<file path="src/rtl/bram_ctrl_pkg.sv">
// Shared constants and FSM encoding for the BRAM burst controller and its BRAM.
package bram_ctrl_pkg;
    localparam int DEF_W_DATA = 32;
    localparam int DEF_W_WORD = 4;
    localparam int DEF_N_WORD = 16;

    typedef enum logic [1:0] {
        IDLE  = 2'd0,
        WRITE = 2'd1,
        READ  = 2'd2,
        DONE  = 2'd3
    } state_t;
endpackage

</file>
<file path="src/rtl/rd_skid_fifo.sv">
// Two-entry registered read-data FIFO; push and pop may coincide.
module rd_skid_fifo #(
    parameter int W_DATA = 32
) (
    input  logic              clk,
    input  logic              rst,
    input  logic              push,
    input  logic [W_DATA-1:0] din,
    input  logic              pop,
    output logic [W_DATA-1:0] dout,
    output logic [1:0]        cnt
);
    logic [W_DATA-1:0] mem [2];
    logic              wr_ptr, rd_ptr;

    always_ff @(posedge clk) begin
        if (rst) begin
            mem[0] <= '0;
            mem[1] <= '0;
            wr_ptr <= 1'b0;
            rd_ptr <= 1'b0;
            cnt    <= 2'd0;
        end else begin
            if (push) begin
                mem[wr_ptr] <= din;
                wr_ptr      <= ~wr_ptr;
            end
            if (pop)
                rd_ptr <= ~rd_ptr;
            cnt <= cnt + 2'(push) - 2'(pop);
        end
    end

    assign dout = mem[rd_ptr];
endmodule

</file>
<file path="src/rtl/bram_burst_ctrl.sv">
// Burst controller: one command becomes a run of sequential BRAM word accesses,
// with read latency absorbed by a 2-deep FIFO so reads stream under backpressure.
module bram_burst_ctrl
    import bram_ctrl_pkg::*;
#(
    parameter int W_DATA = DEF_W_DATA,
    parameter int N_WORD = DEF_N_WORD,
    parameter int W_WORD = DEF_W_WORD
) (
    input  logic              clk,
    input  logic              rst,
    input  logic              cmd_valid,
    output logic              cmd_ready,
    input  logic              cmd_write,
    input  logic [W_WORD-1:0] cmd_addr,
    input  logic [W_WORD:0]   cmd_len,
    input  logic              wr_valid,
    output logic              wr_ready,
    input  logic [W_DATA-1:0] wr_data,
    output logic              rd_valid,
    input  logic              rd_ready,
    output logic [W_DATA-1:0] rd_data,
    output logic              busy,
    output logic              done,
    output logic              bram_en,
    output logic              bram_we,
    output logic [W_WORD-1:0] bram_addr,
    output logic [W_DATA-1:0] bram_din,
    input  logic [W_DATA-1:0] bram_dout
);
    state_t              state_q, state_d;
    logic [W_WORD-1:0]   addr_q, addr_nxt;
    logic [W_WORD:0]     rem_q;
    logic                inflight_q;
    logic                accept, wr_fire, issue, pop;
    logic [1:0]          fifo_cnt;
    logic [2:0]          occ;
    logic [W_DATA-1:0]   fifo_dout;

    rd_skid_fifo #(.W_DATA(W_DATA)) u_fifo (
        .clk  (clk),
        .rst  (rst),
        .push (inflight_q),
        .din  (bram_dout),
        .pop  (pop),
        .dout (fifo_dout),
        .cnt  (fifo_cnt)
    );

    // Outputs are gated by rst so they read as reset values during the reset cycle itself
    assign rd_valid = !rst && (fifo_cnt != 2'd0);
    assign rd_data  = rst ? '0 : fifo_dout;
    assign pop      = rd_valid && rd_ready;
    assign busy     = !rst && (state_q != IDLE);
    // Occupancy the FIFO will reach once the in-flight word lands
    assign occ      = 3'(fifo_cnt) + 3'(inflight_q) - 3'(pop);
    assign addr_nxt = (addr_q == W_WORD'(N_WORD - 1)) ? '0 : addr_q + 1'b1;

    always_comb begin
        state_d   = state_q;
        cmd_ready = 1'b0;
        wr_ready  = 1'b0;
        done      = 1'b0;
        bram_en   = 1'b0;
        bram_we   = 1'b0;
        bram_addr = '0;
        bram_din  = '0;
        accept    = 1'b0;
        wr_fire   = 1'b0;
        issue     = 1'b0;
        if (!rst) begin
            case (state_q)
                IDLE: begin
                    cmd_ready = 1'b1;
                    if (cmd_valid) begin
                        accept  = 1'b1;
                        state_d = (cmd_len == '0) ? DONE : (cmd_write ? WRITE : READ);
                    end
                end
                WRITE: begin
                    wr_ready = (rem_q != '0);
                    if (wr_valid && wr_ready) begin
                        wr_fire   = 1'b1;
                        bram_en   = 1'b1;
                        bram_we   = 1'b1;
                        bram_addr = addr_q;
                        bram_din  = wr_data;
                        if (rem_q == (W_WORD+1)'(1))
                            state_d = DONE;
                    end
                end
                READ: begin
                    issue = (rem_q != '0) && (occ < 3'd2);
                    if (issue) begin
                        bram_en   = 1'b1;
                        bram_addr = addr_q;
                    end
                    if (rem_q == '0 && !inflight_q && fifo_cnt == {1'b0, pop})
                        state_d = DONE;
                end
                DONE: begin
                    done    = 1'b1;
                    state_d = IDLE;
                end
                default: state_d = IDLE;
            endcase
        end
    end

    always_ff @(posedge clk) begin
        if (rst) begin
            state_q    <= IDLE;
            addr_q     <= '0;
            rem_q      <= '0;
            inflight_q <= 1'b0;
        end else begin
            state_q    <= state_d;
            inflight_q <= issue;
            if (accept) begin
                addr_q <= cmd_addr;
                rem_q  <= cmd_len;
            end else if (wr_fire || issue) begin
                addr_q <= addr_nxt;
                rem_q  <= rem_q - 1'b1;
            end
        end
    end
endmodule

</file>
<file path="config.mk">
export PLATFORM = sky130hd
export DESIGN_NAME = bram_burst_ctrl
export DESIGN_NICKNAME = d
export VERILOG_FILES = /design/src/rtl/bram_ctrl_pkg.sv /design/src/rtl/rd_skid_fifo.sv /design/src/rtl/bram_burst_ctrl.sv
export SDC_FILE = /design/constraint.sdc
export NUM_CORES = 1
export LEC_CHECK = 0
export CORE_ASPECT_RATIO = 1.2
export CORE_UTILIZATION = 45
export CTS_BUF_LIST = sky130_fd_sc_hd__clkbuf_2
export DETAILED_ROUTE_END_ITERATION = 10
export PLACE_DENSITY = 0.78
export SETUP_SLACK_MARGIN = 0.4
export SLEW_MARGIN = 20
export SYNTH_ARGS = -nofsm -noshare
export SYNTH_HDL_FRONTEND = slang
export SYNTH_SLANG_ARGS = --single-unit
export TNS_END_PERCENT = 1
</file>
<file path="constraint.sdc">
create_clock -name clk -period 3.99 [get_ports clk]
set_input_delay 0.798 -clock clk [delete_from_list [all_inputs] [get_ports clk]]
set_output_delay 0.798 -clock clk [all_outputs]
set_load 0.02 [all_outputs]
</file>
* Yosys cells after proc, flatten, opt, wreduce, memory -nomap -nowiden
Memory sizes are Yosys's and may differ from the RTL's. A register that Yosys moved wholly into a read port is not among the register bits. Cells that the tools add are included.
Cells by class: order comparisons 1, reduce and logical (&&, ||, !) cells 19, add/sub/neg operators 6, bitwise operators 2, eq/ne operators 10, muxes and demuxes 47
Operators by type and width (count):
- 32-bit two-way mux | 5
- 32-bit OR reduction | 1
- 1-bit two-way mux | 25
- 4-bit two-way mux | 6
- 2-bit two-way mux | 6
- 5-bit zero test | 2
- 5-bit two-way mux | 2
- 2-bit inequality test (second input constant) | 4
- 2-bit one-hot mux with 4 select lines | 1
- 4-bit one-hot mux with 2 select lines | 1
- 1-bit logical AND | 7
- 2-bit nonzero test | 3
- 5-bit by 1-bit == test with 1-bit output (second input constant) | 1
- 5-bit nonzero test | 1
- 5-bit by 1-bit subtractor with 5-bit output (second input constant) | 1
- 4-bit by 1-bit adder with 4-bit output (second input constant) | 1
- 2-bit == test (second input constant) | 2
- 4-bit == test (second input constant) | 1
- 4-bit AND reduction | 1
- 2-bit by 1-bit adder with 3-bit output | 1
- 3-bit by 2-bit < comparator with 1-bit output (second input constant) | 1
- 3-bit by 1-bit subtractor with 3-bit output | 1
- 2-bit by 1-bit adder with 2-bit output | 1
- 2-bit by 1-bit == test with 1-bit output | 1
- 7 further kinds | 9
Storage, ports and cells: logic and storage cells 93, input bits 79, memory bits (writable) 64, memories kept 1, register bits 16
Memories:
- u_fifo.mem | depth 2, bits a word 32, read ports 1, clocked after memory_dff 1, write ports 2, line rd_skid_fifo.sv:13 | logic [W_DATA-1:0] mem [2];

* Logic depth before layout (Yosys ltp)
word-level depth 11, gate-level depth with buffers 12, depth with buffers taken out 11

* Modules after synthesis
A second synthesis with hierarchy kept.
Second synthesis, totals: cells, all modules 421, area, all modules 4596.9 um2
Modules (own cells, without submodules):
- rd_skid_fifo | area each 3199.3 um2, cells an instance 228, instances 1
- bram_burst_ctrl | area each 1397.6 um2, cells an instance 193, instances 1

* Least setup slack after synthesis
Ideal clock, no wire load.
kind input to output, from input rst, to output bram_addr[0], buffers on the path 0, stages 11, slack -0.009 ns, arrival time 3.201 ns, cell sequence o21ba_2 > and2_1 > ha_1 > inv_1 > ha_1 > inv_1 > fa_1 > xnor2_1 > a32o_1 > and3_1 > and2_1
Between the ends: word-level cells in the longest chain between the ends 9
Ends and longest elaborated chain:
- start: declaration | line bram_burst_ctrl.sv:11 | input logic rst,
- 1-bit zero test
- 1-bit logical AND | line bram_burst_ctrl.sv:51 | assign rd_valid = !rst && (fifo_cnt != 2'd0);
- 1-bit logical AND | line bram_burst_ctrl.sv:53 | assign pop = rd_valid && rd_ready;
- via pop | line bram_burst_ctrl.sv:35 | logic accept, wr_fire, issue, pop;
- 3-bit by 1-bit subtractor with 3-bit output | line bram_burst_ctrl.sv:56 | assign occ = 3'(fifo_cnt) + 3'(inflight_q) - 3'(pop);
- 3-bit by 2-bit < comparator with 1-bit output | line bram_burst_ctrl.sv:93 | issue = (rem_q != '0) && (occ < 3'd2);
- 1-bit logical AND | line bram_burst_ctrl.sv:93
- 4-bit two-way mux | line bram_burst_ctrl.sv:94 | if (issue) begin
- 4-bit one-hot mux with 2 select lines | line bram_burst_ctrl.sv:72 | case (state_q)
- 4-bit two-way mux | line bram_burst_ctrl.sv:71 | if (!rst) begin
- end: declaration | line bram_burst_ctrl.sv:27 | output logic [W_WORD-1:0] bram_addr,
The timed path passes the listed nets, and every way through them passes these cells.

* Worst setup path in the final report
from register u_fifo.cnt[1], to output bram_addr[1]
Between the ends: word-level cells in the longest chain between the ends 9, elaborated cells on any way between the ends 10, classes of those cells add/sub: 2; order compare: 1; mux: 3; reduce/logical: 4
Ends and longest elaborated chain:
- start: declaration | line rd_skid_fifo.sv:11 | output logic [1:0] cnt
- start signal: assignment | line rd_skid_fifo.sv:30 | cnt <= cnt + 2'(push) - 2'(pop);
- 2-bit nonzero test | line bram_burst_ctrl.sv:51
- 1-bit logical AND | line bram_burst_ctrl.sv:51
- 1-bit logical AND | line bram_burst_ctrl.sv:53
- via pop | line bram_burst_ctrl.sv:35
- 3-bit by 1-bit subtractor with 3-bit output | line bram_burst_ctrl.sv:56
- 3-bit by 2-bit < comparator with 1-bit output | line bram_burst_ctrl.sv:93
- 1-bit logical AND | line bram_burst_ctrl.sv:93
- 4-bit two-way mux | line bram_burst_ctrl.sv:94
- 4-bit one-hot mux with 2 select lines | line bram_burst_ctrl.sv:72
- 4-bit two-way mux | line bram_burst_ctrl.sv:71
The timed path passes the listed nets, and every way through them passes these cells.

==> reports/qor.yml <==
status: "finished, final reports clean"
yosys-top-cells-count: "and2_1, edfxtp_1, nor2_1"
reg2reg_to: "rem_q[2]$_SDFFE_PP0P_"
die-area_mm2: 0.009749
drt-pass1-iter-count: 5
grt_pass1_vias: 3376
worst_pin_slew_ns: 0.8808
final_nets: 624
synth_adder_area_share: 0.03150
reg2reg_slack_ns: 0.82
synth-compound-area-share: 0.05111
cts_hold_repair.buffers: 0
yosysWarnings: 0
antenna_cells: 0
clock.fmax_mhz: 267.5
reg2reg_depth: 11
rows: 38
finalSetupTns_ns: 0
drt_iter0_drc: 276
io_pins: 154
critPathCaptureType: "primary output"
startpoint: "u_fifo.cnt[1]$_SDFF_PP0_"
min_period_over_period: 0.9369
clk_pin_slew_worst_paths_ns: 0.23
setup_viol: 0
synth_edf_count: 64
holdWs_ns: 0.5275
cp.required_ns: 3.19
ys_seq_elements: 81
slew-limit-headroom: 0.4128
initial_utilization: 0.4636
p_leak_nw: 2.330
critPathMaxFanout: 5
drc_errors: 0
grt_overflow_total: 0
cts_tree: "yes"
cp.arrival_ns: 2.94
grt_pass1_wl_um: 16190
synthTopCellsByArea: "edfxtp_1, and2_1, mux2i_1"
viasPerCell: 5.223
synth.largest_area_cell: "edfxtp_1"
synth_top_family_by_area: "simple AND/OR/NAND/NOR gates"
path_buf_inv: 3
grt_use_total: 0.2132
gp_congestion: 0.9392
peakVddDrop_mv: 0.2248
synthArstFlopShare: 0
hold_viol_final: 0
fp.dieH_um: 108.0
core_area_mm2: 0.009081
grt_max_degree: 50
path_cells: "o21ba_4 > and2_4 > ha_4 > inv_4 > ha_4 > inv_2 > fa_2 > a32o_2 > and3_4 > and2_4 > buf_6"
numClockSinks: 81
synth_cell_types: 41
place_hpwl_um: 7195
drv_cap: 0
rr_startpoint: "u_fifo.cnt[1]$_SDFF_PP0_"
synth_most_common_cell: "and2_1"
min_period_ns: 3.738
clk_latency_ns: 0.53
crit_end: "bram_addr[1]"
synth_xor_area_frac: 0.006241
syn_to_final_growth_pct: 42.70
ant_nets: 0
cts_buffers: 9
cpLargestDelayFamily: "adder cells"
synth_nets: 472
slowest_delay_ns: 0.44
synth_top_area_share: 0.4565
netlist_instances: 383
die_w_um: 90.30
routed_wl_um: 10170
totalPowerFinal_mw: 2.294
antenna_found_initial: 0
yosys_most_used_dff: "edfxtp_1"
num_vias: 3447
rsz0062_at_grt: "yes"
pwr_density_cell_mw_per_mm2: 381.8
synth_area_mm2: 0.004210
cts_root_buf: "clkbuf_2"
synth_mux_area_frac: 0.08321
clockBufferDepth: 2
ys_seq_area_frac: 0.5373
hold_class: "reg2reg"
routedWlPerCell_um: 15.41
io_buffer_count: 153
slew_violations: 0
yosys.area_share.simple: 0.2481
crit_cells: 11
avgSynthCellArea_um2: 10.99
skew_ns: 0.02077
critPathLaunchType: "register"
slowest_stage: "fa_2"
critical_path_class: "reg2out"
cts_max_level: 3
layout-drive-gt1-share: 0.1056
-- kinds of logic (layout without fill, tap and decap cells) --
logic type,after synthesis,count (layout)
xor+xnor,3,3
buf+inv,37,194
fa+ha+maj,10,10
compound gates,31,31
simple gates,186,186
mux,35,35
flops,81,81
-- tightest hold or removal path, cell delays in order (launching register included) --
cell       delay (ns)
dfxtp_1          0.37
o2111ai_1        0.07
nand3_1          0.06
-- worst min-delay path by stage --
stage	startpoint	endpoint	slack (ns)	cells past startpoint
floorplan	state_q[1]$_SDFFE_PP0P_	state_q[1]$_SDFFE_PP0P_	0.47	2
global placement	state_q[1]$_SDFFE_PP0P_	state_q[1]$_SDFFE_PP0P_	0.49	2
detailed placement	state_q[1]$_SDFFE_PP0P_	state_q[1]$_SDFFE_PP0P_	0.51	2
CTS	state_q[1]$_SDFFE_PP0P_	state_q[1]$_SDFFE_PP0P_	0.53	2
global route	state_q[1]$_SDFFE_PP0P_	state_q[1]$_SDFFE_PP0P_	0.56	2
finish	rem_q[1]$_SDFFE_PP0P_	rem_q[1]$_SDFFE_PP0P_	0.53	2
-- timing repair --
item,in CTS,in global routing
buffers inserted,2,1
endpoints found under the setup margin,28,38
gates resized for setup,30,1
pin swaps,4,5
-- area by class of cell --
type,count,area (µm²)
repair buffers,168,1638
fillers,699,3073
well taps,120,150.1
flip-flops and latches,81,2267
clock buffers,9,45.04
multi-input cells,265,1831
inverters,10,40.04
clock inverters,7,37.54
-- per-stage QoR --
stage / utilization / setup WS (ns) / std cells / cell area [µm²]
3_3_place_gp: 0.6496 / -0.2837 / 641 / 5899
5_1_grt: 0.6616 / 0.1547 / 660 / 6008
3_5_place_dp: 0.6496 / -0.3096 / 641 / 5899
4_1_cts: 0.6613 / 0.2140 / 659 / 6006
2_1_floorplan: - / 0.3893 / 383 / 4273
6_report: 0.6616 / 0.2517 / 660 / 6008
-- cells in the final DEF (no fill, tap or decap), drive strengths merged, types with 2 or more instances in the layout --
cell type        n
nand2            5
a21o             2
a311oi           3
clkdlybuf4s50  146
nand3           12
mux2i           35
or3              2
a31oi            5
clkbuf           9
and2            72
dfxtp           17
edfxtp          64
ha               9
buf             21
o21ai           12
xnor2            3
clkinvlp         2
inv             10
and3            36
nor3             3
clkinv           5
o2111ai          2
nor2b            3
nor2            45
-- flip-flops by register name, summed over array words and instances (netlist names), named ones only --
name / count
u_fifo.wr_ptr: 1
inflight_q: 1
rem_q: 5
state_q: 2
u_fifo.cnt: 2
u_fifo.rd_ptr: 1
u_fifo.mem: 64
addr_q: 4
-- routing by layer --
layer  wire [µm]  global-route usage  vias up
li1            -                   -     1658
met4         169             0.09217        0
met1        3865              0.2274     1627
met2        5434              0.4040      146
met3         703             0.04782       16
met5           0                   0        -
-- power by group --
part | total (mW) | internal (mW) | switching (mW)
registers | 1.08 | 1.01 | 0.0683
clock network | 0.354 | 0.0741 | 0.280
logic | 0.858 | 0.414 | 0.444
Note: power is estimated with default switching activity, not from simulation.
